## config.mk

```make
export PLATFORM = sky130hd
export DESIGN_NAME = serial_unshifter
export DESIGN_NICKNAME = d
export VERILOG_FILES = /design/src/rtl/serial_unshifter.sv
export SDC_FILE = /design/constraint.sdc
export NUM_CORES = 1
export LEC_CHECK = 0
export BUFFER_PORTS_ARGS = -buffer_cell sky130_fd_sc_hd__buf_2
export CORE_MARGIN = 10
export CORE_UTILIZATION = 40
export DETAILED_ROUTE_END_ITERATION = 10
export GPL_ROUTABILITY_DRIVEN = 0
export PLACE_DENSITY = 0.65
export SYNTH_ARGS = -nofsm -noshare
export SYNTH_HDL_FRONTEND = slang
export SYNTH_SLANG_ARGS = --single-unit
```

## constraint.sdc

```tcl
create_clock -name clk -period 2.4 [get_ports clk]
set_input_delay 0.24 -clock clk [delete_from_list [all_inputs] [get_ports clk]]
set_output_delay 0.24 -clock clk [all_outputs]
set_load 0.005 [all_outputs]
```

## src/rtl/serial_unshifter.sv

```systemverilog
// serial_unshifter: bit-serial right shifter that undoes a prior left shift.
// One bit position per clock; valid/ready handshake on both sides.
// Optional build macro SERIAL_UNSHIFTER_ROTATE_EN: each step rotates right
// (bit 0 wraps to the MSB) instead of shifting in a zero.
module serial_unshifter #(
  parameter int WIDTH  = 8,
  parameter int CTRL_W = 3
) (
  input  logic              clk,
  input  logic              rst,
  input  logic              in_valid,
  output logic              in_ready,
  input  logic [WIDTH-1:0]  in,
  input  logic [CTRL_W-1:0] ctrl,
  output logic              out_valid,
  input  logic              out_ready,
  output logic [WIDTH-1:0]  out,
  output logic              busy
);

  typedef enum logic [1:0] {
    IDLE  = 2'd0,
    SHIFT = 2'd1,
    DONE  = 2'd2
  } state_t;

  state_t              r_state, w_state_nxt;
  logic [WIDTH-1:0]    r_data,  w_data_nxt;
  logic [CTRL_W-1:0]   r_cnt,   w_cnt_nxt;
  logic [WIDTH-1:0]    w_step;

  // one-position step of the data register
`ifdef SERIAL_UNSHIFTER_ROTATE_EN
  assign w_step = {r_data[0], r_data[WIDTH-1:1]};
`else
  assign w_step = {1'b0, r_data[WIDTH-1:1]};
`endif

  // handshake/status outputs decoded from state; reset masks in_ready
  assign in_ready  = (r_state == IDLE) && !rst;
  assign out_valid = (r_state == DONE);
  assign busy      = (r_state != IDLE);
  assign out       = r_data;

  // next-state and datapath update
  always_comb begin
    w_state_nxt = r_state;
    w_data_nxt  = r_data;
    w_cnt_nxt   = r_cnt;
    case (r_state)
      IDLE: begin
        if (in_valid) begin
          w_data_nxt  = in;
          w_cnt_nxt   = ctrl;
          w_state_nxt = (ctrl == '0) ? DONE : SHIFT;
        end
      end
      SHIFT: begin
        w_data_nxt = w_step;
        w_cnt_nxt  = r_cnt - CTRL_W'(1);
        if (r_cnt == CTRL_W'(1)) w_state_nxt = DONE;
      end
      DONE: begin
        // data holds; it stays visible on out after the handshake
        if (out_ready) w_state_nxt = IDLE;
      end
      default: w_state_nxt = IDLE;
    endcase
  end

  // state and datapath registers; reset wins over any handshake
  always_ff @(posedge clk) begin
    if (rst) begin
      r_state <= IDLE;
      r_data  <= '0;
      r_cnt   <= '0;
    end else begin
      r_state <= w_state_nxt;
      r_data  <= w_data_nxt;
      r_cnt   <= w_cnt_nxt;
    end
  end

endmodule

```

After elaboration in Yosys (flattened, before gate mapping):

Cells that the tools add are included.

* add/subtract/negate cells: 1
* eq/ne operators: 6
* mux-type cells: 9
* reduce and logical (&&, ||, !) cells: 8

Operator list (count)
* $pmux 8 s2: 1
* $mux 2: 4
* $mux 8: 1
* $pmux 2 s3: 1
* $pmux 3 s2: 1
* $ne 2x2->1 const B: 2
* $reduce_bool 2->1: 2
* $eq 3x1->1 const B: 1
* $logic_not 3->1: 1
* $mux 3: 1
* $reduce_and 3->1: 1
* $sub 3x1->3 const B: 1
* $eq 2x1->1 const B: 1
* $eq 2x2->1 const B: 1
* $logic_not 2->1: 1
* $ne 2x1->1 const B: 1
* $reduce_and 2->1: 1
* $logic_and 1x1->1: 1
* $logic_not 1->1: 1

* bits in registers: 13
* bits of input ports: 15
* logic and storage cells: 27

Depth between registers and ports, before layout:

Gate-level depths: netlist (run 1).

* depth after elaboration: 4
* gate-level depth with buffers: 5
* mapped depth without buffers: 5

Worst setup path before layout (run 1):

OpenSTA, ideal clock, no wires.

* path type: reg-to-reg
* start: register r_cnt[0]
* end: register r_cnt[1]
* setup time: 95 ps
* data arrival time: 1038 ps
* slack: 1267 ps
* cell stages (with the launch flop): 5
* cells stage by stage: dfxtp_1 inv_1 ha_1 o21a_1 a221oi_1

* cells in the longest elaborated chain, start to end: 2

RTL lines
* start: declaration: line 29 `logic [CTRL_W-1:0] r_cnt, w_cnt_nxt;`
* start signal: assignment: line 80 `r_cnt <= w_cnt_nxt;`
* $sub 3x1->3: line 60 `w_cnt_nxt = r_cnt - CTRL_W'(1);`
* $pmux 3 s2: line 50 `case (r_state)`

Every way passes these cells.
A chain may end at the register's enable or synchronous reset.

Final worst setup path (run 1):

* start: register r_state[0]
* end: register r_cnt[1]

* cells in the longest elaborated chain, start to end: 3
* elaborated cells between the ends (all ways): 6

RTL lines
* start: declaration: line 27 `state_t r_state, w_state_nxt;`
* start signal: assignment: line 78 `r_state <= w_state_nxt;`
* $eq 2x1->1 or $logic_not 2->1 (tied branches): line 50
* $reduce_bool 2->1 (no source line) or $ne 2x2->1 (tied branches)
* $reduce_and 2->1 (no source line)

Several ways; a longest one is shown, not always the timed one.

==> metrics.md, run 1 <==
| Metric | Value |
|---|---|
| Power per Cell Area | 695 nW/um^2 |
| R2r startpoint | r_state[0] |
| Place WS | 0.838 ns |
| CTS tree | yes |
| Area leader, netlist | dfxtp_1 |
| EDFF count, synth | 0 |
| # IOs | 26 |
| Via count | 617 |
| Starting DRC count in detailed routing | 7 |
| Post-synthesis xor/xnor area fraction | 0% |
| # Max-Cap Violations | 0 |
| First-pass GRT wire length | between 2000 and 3000 um |
| Status | complete, no violations |
| GRT overflow | 0 |
| Post-CTS sizing | 0 |
| F_max | 0.640 GHz |
| 1st-pass router iterations | 4 |
| Root Buffer | clkbuf_4 |
| Crit-path slowest cell | dfxtp_1 |
| RSZ-0062 raised after global routing | no |
| Starting Density | 43.6% |
| Largest family of logic cells by synthesized area | compound AO/OA/AOI/OAI gates |
| Critical path class | reg2reg |
| Setup TNS | 0 ns |
| Avg WL per Cell | 13.6 um |
| H-tree depth | 1 |
| Compound-gate portion of the synthesized area | between 20% and 30% |
| Clock latency on the worst-skew pair | approximately 0.27 ns |
| Largest net degree at the start of global routing | 16 |
| TritonCTS Buffers | 3 |
| Full die area | 3750 sq um |
| Max incr delay on CP | between 0.5 and 0.6 ns |
| Cell depth of the worst hold path | 2 |
| Mapped cell area | 679 sq um |
| Die width | 61.2 um |
| Synth top cells by count | dfxtp_1 (13), a21oi_1 (10), o21ai_0 (9) |
| Initial antenna violation count | 0 |
| FF-to-FF setup slack | 0.84 ns |
| Layout cell share with drive strength beyond 1 | 32.0% |
| Slew HR | 68.1% |
| Crit path buf inv count | 0 |
| Hold_sp | rst |
| HPWL Detailed | 1270 um |
| Reg clk slew, reported paths | approximately 0.080 ns |
| WP data required | 2.58 ns |
| CP Data Arrival Time | 1.74 ns |
| Cells on worst reg2reg path | 3 |
| Worst Slack Setup Final | approximately 0.84 ns |
| Simple-Gate Fraction of Synth Area | 8.47% |
| Post-synthesis mux area share | between 10% and 20% |
| Detail Route Antenna Nets | 0 |
| Synth Warn # | 0 |
| Clock tree sinks | 13 |
| Max IR drop VDD | 325 uV |
| Startpoint types | flip-flop |
| FFs w/ async S/R, synth | 0% |
| Top delay family on crit path | flip-flops |
| Top-count cell post-synth | dfxtp_1 |
| Adder-Cell Fraction of Synth Area | under 10% |
| DRC errors left | 0 |
| Main flop type after synthesis | dfxtp_1 |
| Hold Path End | out[7] |
| HP Class | in2reg |
| Setup bufs post-CTS | 0 |
| Hold-fix buffers, CTS | 0 |
| Lkg Pwr | 0.417 nW |
| Vias in the first global route | 598 |
| Vias per inst | between 5 and 6 |
| Max Fanout on Critical Path | 13 |
| Count of different cell masters after synthesis | 25 |
| Post-synthesis register bit count | 13 |
| Final Hold Violating Endpoints | 0 |
| Final Skew | 0.00129 ns |
| GRT Resource Usage Total | 9.04% |
| Setup violators final | 0 |
| Core Box Area | 1560 sq um |
| Reg-to-Reg End | r_cnt[1] |
| Seq/Total Area, Yosys | 38.3% |
| CP cell instances | nand2b_1 -> o21a_1 -> a221oi_1 |
| N_diodes | 0 |
| Die height | 61.2 um |
| Syn Inst Count | 76 |
| Synth top area cells | dfxtp_1 (38%), mux2i_1 (12%), a21oi_1 (7.4%), o21ai_0 (6.6%), buf_2 (3.7%) |
| Period utilization | 65.1% |
| Syn_area_per_cell | 8.94 sq um |
| Worst-margin pin slew | 0.478 ns |
| Share of the synthesized area in the top cell type | 38.3% |
| Port buffer count | 25 |
| Fillers | 162 |
| Final net count | 118 |
| Buffer levels on the longest clock path | 2 |
| Rows | 14 |
| Post-Syn Nets | 93 |
| Crit end category | flip-flop |
| Area delta synth->final | 21.5% |
| Minimum clock period | 1.56 ns |
| Final wirelength | 1580 um |
| Slew Limit Fails | 0 |
## where the power goes
| group | switching (mW) | total, mW | internal, mW | leakage (nW) |
|---|---|---|---|---|
| Clock | 0.0665 | 0.131 | 0.0643 | 0.0150 |
| Combinational | 0.0833 | 0.167 | 0.0838 | 0.295 |
| Sequential | 0.0287 | 0.276 | 0.247 | 0.108 |
| Total | 0.178 | 0.574 | 0.395 | 0.417 |
## flip-flops by register name, summed over array words and instances (netlist names)
register,count
out,8
r_state,2
r_cnt,3
## worst max-delay path by stage
stage | from | slack [ns] | depth (start not counted) | to
2_1_floorplan | r_cnt[0] | 1.27 | 4 | r_cnt[1]
3_3_place_gp | r_state[0] | 0.90 | 3 | r_cnt[1]
3_5_place_dp | r_state[0] | 0.84 | 3 | r_cnt[1]
4_1_cts | r_state[0] | 0.81 | 3 | r_cnt[1]
5_1_grt | r_state[0] | 0.66 | 3 | r_cnt[1]
6_report | r_state[0] | 0.84 | 3 | r_cnt[1]
## worst reg2reg max path, delay by kind of cell (launching register included)
family	cells	cell delay, ns
AOI/OAI and AO/OA	2	0.52
and+or+nand+nor	1	0.38
DFF	1	0.58
## per-stage QoR
step	instances	hold slack, ns	utilization, %	cell area (sq um)	power, mW
after floorplan	76	0.312	-	679	0.394
final	116	0.215	53.0	826	0.574
after detailed placement	112	0.500	51.3	800	0.452
after global routing	116	0.209	53.0	826	0.622
after global placement	112	0.499	51.3	800	0.446
after CTS	116	0.209	53.0	826	0.584
## layer usage
layer	global-route usage, %	vias to the layer above	part of all wire (%)
met1	10.9	268	46
met5	0	-	0
met4	4.89	0	1.5
li1	-	323	-
met2	13.8	22	43
met3	3.09	4	9.2
## logic make-up after synthesis
logic type	Yosys count
AND/OR/NAND/NOR	10
flip-flops	13
AO/OA/AOI/OAI	31
adder cells (fa/ha/maj)	2
multiplexers	9
buffers and inverters	11
## cell type report
cell class | count | area [sq um] | share of cell area, %
clock buffers | 4 | 26.3 | 3.18
flip-flops and latches | 13 | 260 | 31.5
well taps | 16 | 20.0 | 2.42
inverters | 6 | 22.5 | 2.73
repair buffers | 25 | 125 | 15.2
multi-input cells | 52 | 372 | 45.0
## placed cells by master (no fill, tap or decap)
master     n
o21a_1     3
mux2_2     1
dfxtp_1   13
nand2_1    1
nand3_1    1
a21oi_2    1
nor3b_1    1
clkbuf_1   1
nand2b_1   2
o21ba_2    1
o311a_1    1
a32oi_1    1
a31oi_1    1
mux2i_1    8
a21oi_1   10
o21bai_1   1
a311o_1    1
ha_1       2
or3_4      1
o211a_1    1
nor2b_1    1
a221oi_1   1
nor2_1     3
buf_2     25
o21ai_0    9
inv_1      6
clkbuf_4   3
Power figures use the tool's default switching activity.
==> run 2, diff against run 1 <==
Settings changed: PLACE_DENSITY 0.65 to 0.68.
Clock period 2.4 ns to 1.32 ns, I/O delays scaled along.
==> run 2 against run 1 <==
Effect of this change:
- worst hold slack worse by 0.10 ns
- worst setup slack got worse by 0.71 ns
- final cell count is 3.4% higher
- maximum frequency is 31% higher
==> metrics.md, run 2 (synthesis gave the netlist of run 1 again) <==
| Metric | Value |
|---|---|
| Status | complete, no violations |
| Crit end category | flip-flop |
| Rows | 14 |
| Full die area | around 3700 sq um |
| Starting DRC count in detailed routing | 7 |
| Starting Density | between 40% and 50% |
| Final Skew | roughly 0.0064 ns |
| HPWL Detailed | 1350 um |
| Lkg Pwr | about 0.44 nW |
| GRT overflow | 0 |
| Max reg flops | 8 |
| Buffer levels on the longest clock path | 2 |
| GRT Resource Usage Total | 9.79% |
| HP Class | in2reg |
| Setup bufs post-CTS | 0 |
| TritonCTS Buffers | 3 |
| Startpoint types | flip-flop |
| Setup violators final | 0 |
| Vias per inst | 5.35 |
| Place WS | 0.0718 ns |
| 1st-pass router iterations | 4 |
| Detail Route Antenna Nets | 0 |
| CTS tree | yes |
| Period utilization | between 90% and 100% |
| H-tree depth | 1 |
| Setup TNS | 0 ns |
| Critical path class | reg2reg |
| Slew HR | around 84% |
| # Max-Cap Violations | 0 |
| Port buffer count | 25 |
| CP Data Arrival Time | ~1.4 ns |
| Layout cell share with drive strength beyond 1 | between 30% and 40% |
| Commonest non-fill, non-tap cell in the layout | buf_2 |
| DRC errors left | 0 |
| Die height | 61.2 um |
| Clock tree sinks | 13 |
| Worst Slack Setup Final | 0.129 ns |
| Minimum clock period | roughly 1.2 ns |
| N_diodes | 0 |
| Vias in the first global route | 686 |
| Commonest cells after routing, fill and taps aside | buf_2 (25), a21oi_1 (10), dfxtp_1 (10) |
| Core Box Area | around 1600 sq um |
| Fillers | approximately 150 |
| WP data required | approximately 1.5 ns |
| Worst-margin pin slew | 0.246 ns |
| F_max | about 0.84 GHz |
| Root Buffer | clkbuf_4 |
| Final wirelength | 1730 um |
| Final net count | 122 |
| Slew Limit Fails | 0 |
| Max IR drop VDD | 577 uV |
| Power per Cell Area | between 1000 and 1500 nW/um^2 |
| Clock latency on the worst-skew pair | roughly 0.28 ns |
| Final Hold Violating Endpoints | 0 |
| First-pass GRT wire length | 2870 um |
| Die width | 61.2 um |
| Via count | 642 |
| RSZ-0062 raised after global routing | no |
| Max Fanout on Critical Path | 3 |
| Area delta synth->final | 29.5% |
| # IOs | 26 |
| Initial antenna violation count | 0 |
| Largest net degree at the start of global routing | 16 |
| Avg WL per Cell | 14.5 um |
| Reg clk slew, reported paths | 0.08 ns |
==> run 2: changes by cell type in the layout (fill, tap and decap cells not counted) <==
| cell | previous run | this run |
|---|---|---|
| buf_4 | 0 | 4 |
| dfxtp_1 | 13 | 10 |
| dfxtp_2 | 0 | 3 |
| a221oi_1 | 1 | 0 |
| a221oi_2 | 0 | 1 |
| nor2_1 | 3 | 2 |
| nor2_4 | 0 | 1 |
| o21ba_2 | 1 | 0 |
| o21ba_4 | 0 | 1 |
==> run 2: where the power goes <==
| part | internal [mW] | switching, mW |
|---|---|---|
| Combinational | 0.184 | 0.175 |
| Clock | 0.117 | 0.128 |
| Sequential | 0.453 | 0.0480 |
| Total | 0.754 | 0.350 |
==> run 2: worst max-delay path, cell delays in order (launching register included) <==
cell and delay, ns:
dfxtp_2 0.33, inv_1 0.06, ha_1 0.29, o21a_1 0.20
a221oi_2 0.22
==> run 2: final cells by class <==
class                   instances  area (sq um)  share of cell area [%]
multi-input cells              52           392                    44.5
inverters                       6          22.5                    2.56
clock buffers                   4          26.3                    2.99
flip-flops and latches         13           264                    30.0
well taps                      16          20.0                    2.28
repair buffers                 29           155                    17.6
==> run 2: timing repair <==
item	CTS	global route
setup endpoints to repair	1	7
gates resized for setup	1	6
gates cloned	0	0
hold buffers	0	0
==> run 2: final timing paths <==
| kind | cells past startpoint | slack [ns] | startpoint | end |
|---|---|---|---|---|
| worst min register to register | 2 | 0.52 | r_cnt[1] | r_cnt[1] |
| worst max register to register | 4 | 0.13 | r_cnt[0] | r_cnt[1] |
| worst max-delay path | 4 | 0.13 | r_cnt[0] | r_cnt[1] |
| worst min-delay path | 2 | 0.11 | rst | r_cnt[1] |
==> run 2: routing by layer <==
| layer | track usage [%] | share of wire [%] | routed length, um | up-vias |
|---|---|---|---|---|
| met5 | 0 | 0 | 0 | - |
| met2 | 15.2 | 46 | 800 | 26 |
| met4 | 3.91 | 0.40 | 7 | 0 |
| met1 | 11.9 | 45 | 785 | 284 |
| met3 | 3.70 | 8.1 | 141 | 2 |
| li1 | - | - | - | 330 |
==> run 2: through the flow <==
step	power [mW]	instances	util [%]	instance area, sq um	hold slack (ns)
CTS	1.10	120	55.1	858	0.107
global placement	0.835	116	53.2	830	0.397
finish	1.10	120	56.4	880	0.115
global route	1.20	120	56.4	880	0.126
floorplan	0.717	76	-	679	0.204
detailed placement	0.847	116	53.2	830	0.400
==> run 3, diff against run 2 <==
Settings changed: CORE_ASPECT_RATIO set to 1.25, SLEW_MARGIN set to 20.
==> run 3 against run 2 <==
Effect of this change:
- die area rose by 0.28%
- final cell count increased by 2.5%
- first-iteration DRC count is 57% lower
- total power shrank 1.0%
- sequential share of layout area decreased by 0.24 points
- worst hold slack lost 0.0090 ns
- largest power group unchanged
==> metrics.md, run 3 (synthesis gave the netlist of run 1 again) <==
| Metric | Value |
|---|---|
| Max Fanout on Critical Path | 11 |
| Crit end category | output port |
| Area delta synth->final | 29.3% |
| Vias in the first global route | just under 700 |
| Crit-path slowest cell | dfxtp_1 |
| WP data required | 1.19 ns |
| Die width | 56.9 um |
| Root Buffer | clkbuf_4 |
| 1st-pass router iterations | 4 |
| Vias per inst | between 5 and 6 |
| HP Class | in2reg |
| HPWL Detailed | around 1300 um |
| Largest net degree at the start of global routing | 16 |
| Final Hold Violating Endpoints | 0 |
| CP Data Arrival Time | between 1 and 1.5 ns |
| Clock tree sinks | 13 |
| Sw Pwr | 0.342 mW |
| DP Cell Count | 118 |
| DRC errors left | 0 |
| Worst-margin pin slew | roughly 0.27 ns |
| Starting DRC count in detailed routing | 3 |
| Commonest non-fill, non-tap cell in the layout | buf_2 |
| Lkg Pwr | between 0.4 and 0.5 nW |
| Switching Fraction | 31.3% |
| Critical path class | reg2out |
| GRT Resource Usage Total | 9.47% |
| CTS tree | yes |
| Setup violators final | 0 |
| Full die area | roughly 3800 sq um |
| Final hold slack | 0.106 ns |
| Slew Limit Fails | 0 |
| Starting Density | 43.0% |
| Final wirelength | 1750 um |
| First-pass GRT wire length | 2930 um |
| # Max-Cap Violations | 0 |
| Layout cell share with drive strength beyond 1 | 37.1% |
| Fillers | 151 |
| Initial antenna violation count | 0 |
| Buffer levels on the longest clock path | 2 |
| Port buffer count | 25 |
| Final net count | ~120 |
| F_max | 0.804 GHz |
| CP cell instances | buf_4 -> nor2_4 -> inv_1 -> nor2_1 -> buf_2 |
| Max incr delay on CP | 0.33 ns |
| Status | complete, no violations |
| Non-filler instance count after layout | 123 |
| TritonCTS Buffers | 3 |
| Setup TNS | 0 ns |
| Commonest cells after routing, fill and taps aside | buf_2 (25), dfxtp_1 (12), a21oi_1 (10) |
| Slew HR | 82.0% |
| Hold-fix buffers, CTS | 0 |
| Minimum clock period | 1.24 ns |
| Final Skew | around 0.00084 ns |
| Combinational share of power | between 30 and 40% |
| H-tree depth | 1 |
| Clock network fraction of total power | 22.1% |
| N_diodes | 0 |
| Sequential Power Share | 44.6% |
| Max reg flops | 8 |
| GRT overflow | 0 |
| Die height | 66.1 um |
| Power per Cell Area | 1240 nW/um^2 |
| Max IR drop VDD | 597 uV |
| Final core occ | 55.5% |
| Place WS | 0.118 ns |
| Clock latency on the worst-skew pair | around 0.27 ns |
| Detail Route Antenna Nets | 0 |
| Worst Slack Setup Final | around 0.076 ns |
| Rows | 16 |
| Avg WL per Cell | 14.2 um |
| # IOs | 26 |
| Internal Power | 0.751 mW |
| Reg clk slew, reported paths | 0.07 ns |
| Startpoint types | flip-flop |
| Period utilization | 94.2% |
| Core Box Area | 1580 sq um |
| Via count | 666 |
## run 3: stage by stage
stage | instance area, sq um | power, mW
2_1_floorplan | 679 | 0.717
3_3_place_gp | 832 | 0.835
3_5_place_dp | 832 | 0.846
4_1_cts | 861 | 1.09
5_1_grt | 878 | 1.18
6_report | 878 | 1.09
## run 3: cell type report
class | count | area (sq um) | share of cell area, %
Clock buffer | 4 | 26.3 | 2.99
Inverter | 6 | 22.5 | 2.56
Timing Repair Buffer | 30 | 166 | 18.9
Sequential cell | 13 | 262 | 29.8
Tap cell | 18 | 22.5 | 2.56
Multi-Input combinational cell | 52 | 379 | 43.2
## run 3: final timing paths
kind | start | endpoint | slack, ns | cells after the start
worst max-delay path | r_state[0] | in_ready | 0.08 | 5
worst min-delay path | rst | r_state[0] | 0.11 | 2
worst max register to register | r_cnt[0] | r_cnt[1] | 0.12 | 4
worst min register to register | r_cnt[1] | r_cnt[1] | 0.52 | 2
## run 3: worst max-delay path: cells and delay by family (launching register included)
family	cells	cell delay, ns
buf+inv	3	0.34
flops	1	0.33
simple gates	2	0.17
## run 3: layer usage
layer / up-vias / share of wire [%] / track usage [%]
li1: 330 / - / -
met1: 302 / 42 / 9.91
met3: 6 / 9.2 / 4.04
met5: - / 0 / 0
met4: 0 / 3.0 / 6.18
met2: 28 / 45 / 15.2
## run 3: power by group through the flow
stage | sequential, mW | clock, mW | combinational (mW)
finish | 0.487 | 0.241 | 0.364
floorplan | 0.491 | 0 | 0.226
global placement | 0.490 | 0 | 0.344
detailed placement | 0.494 | 0 | 0.353
global route | 0.494 | 0.271 | 0.414
CTS | 0.486 | 0.249 | 0.357
## run 3: what timing repair did
item                       CTS  global route
setup endpoints to repair    1             1
buffers inserted             0             1
gates resized for setup      1             3
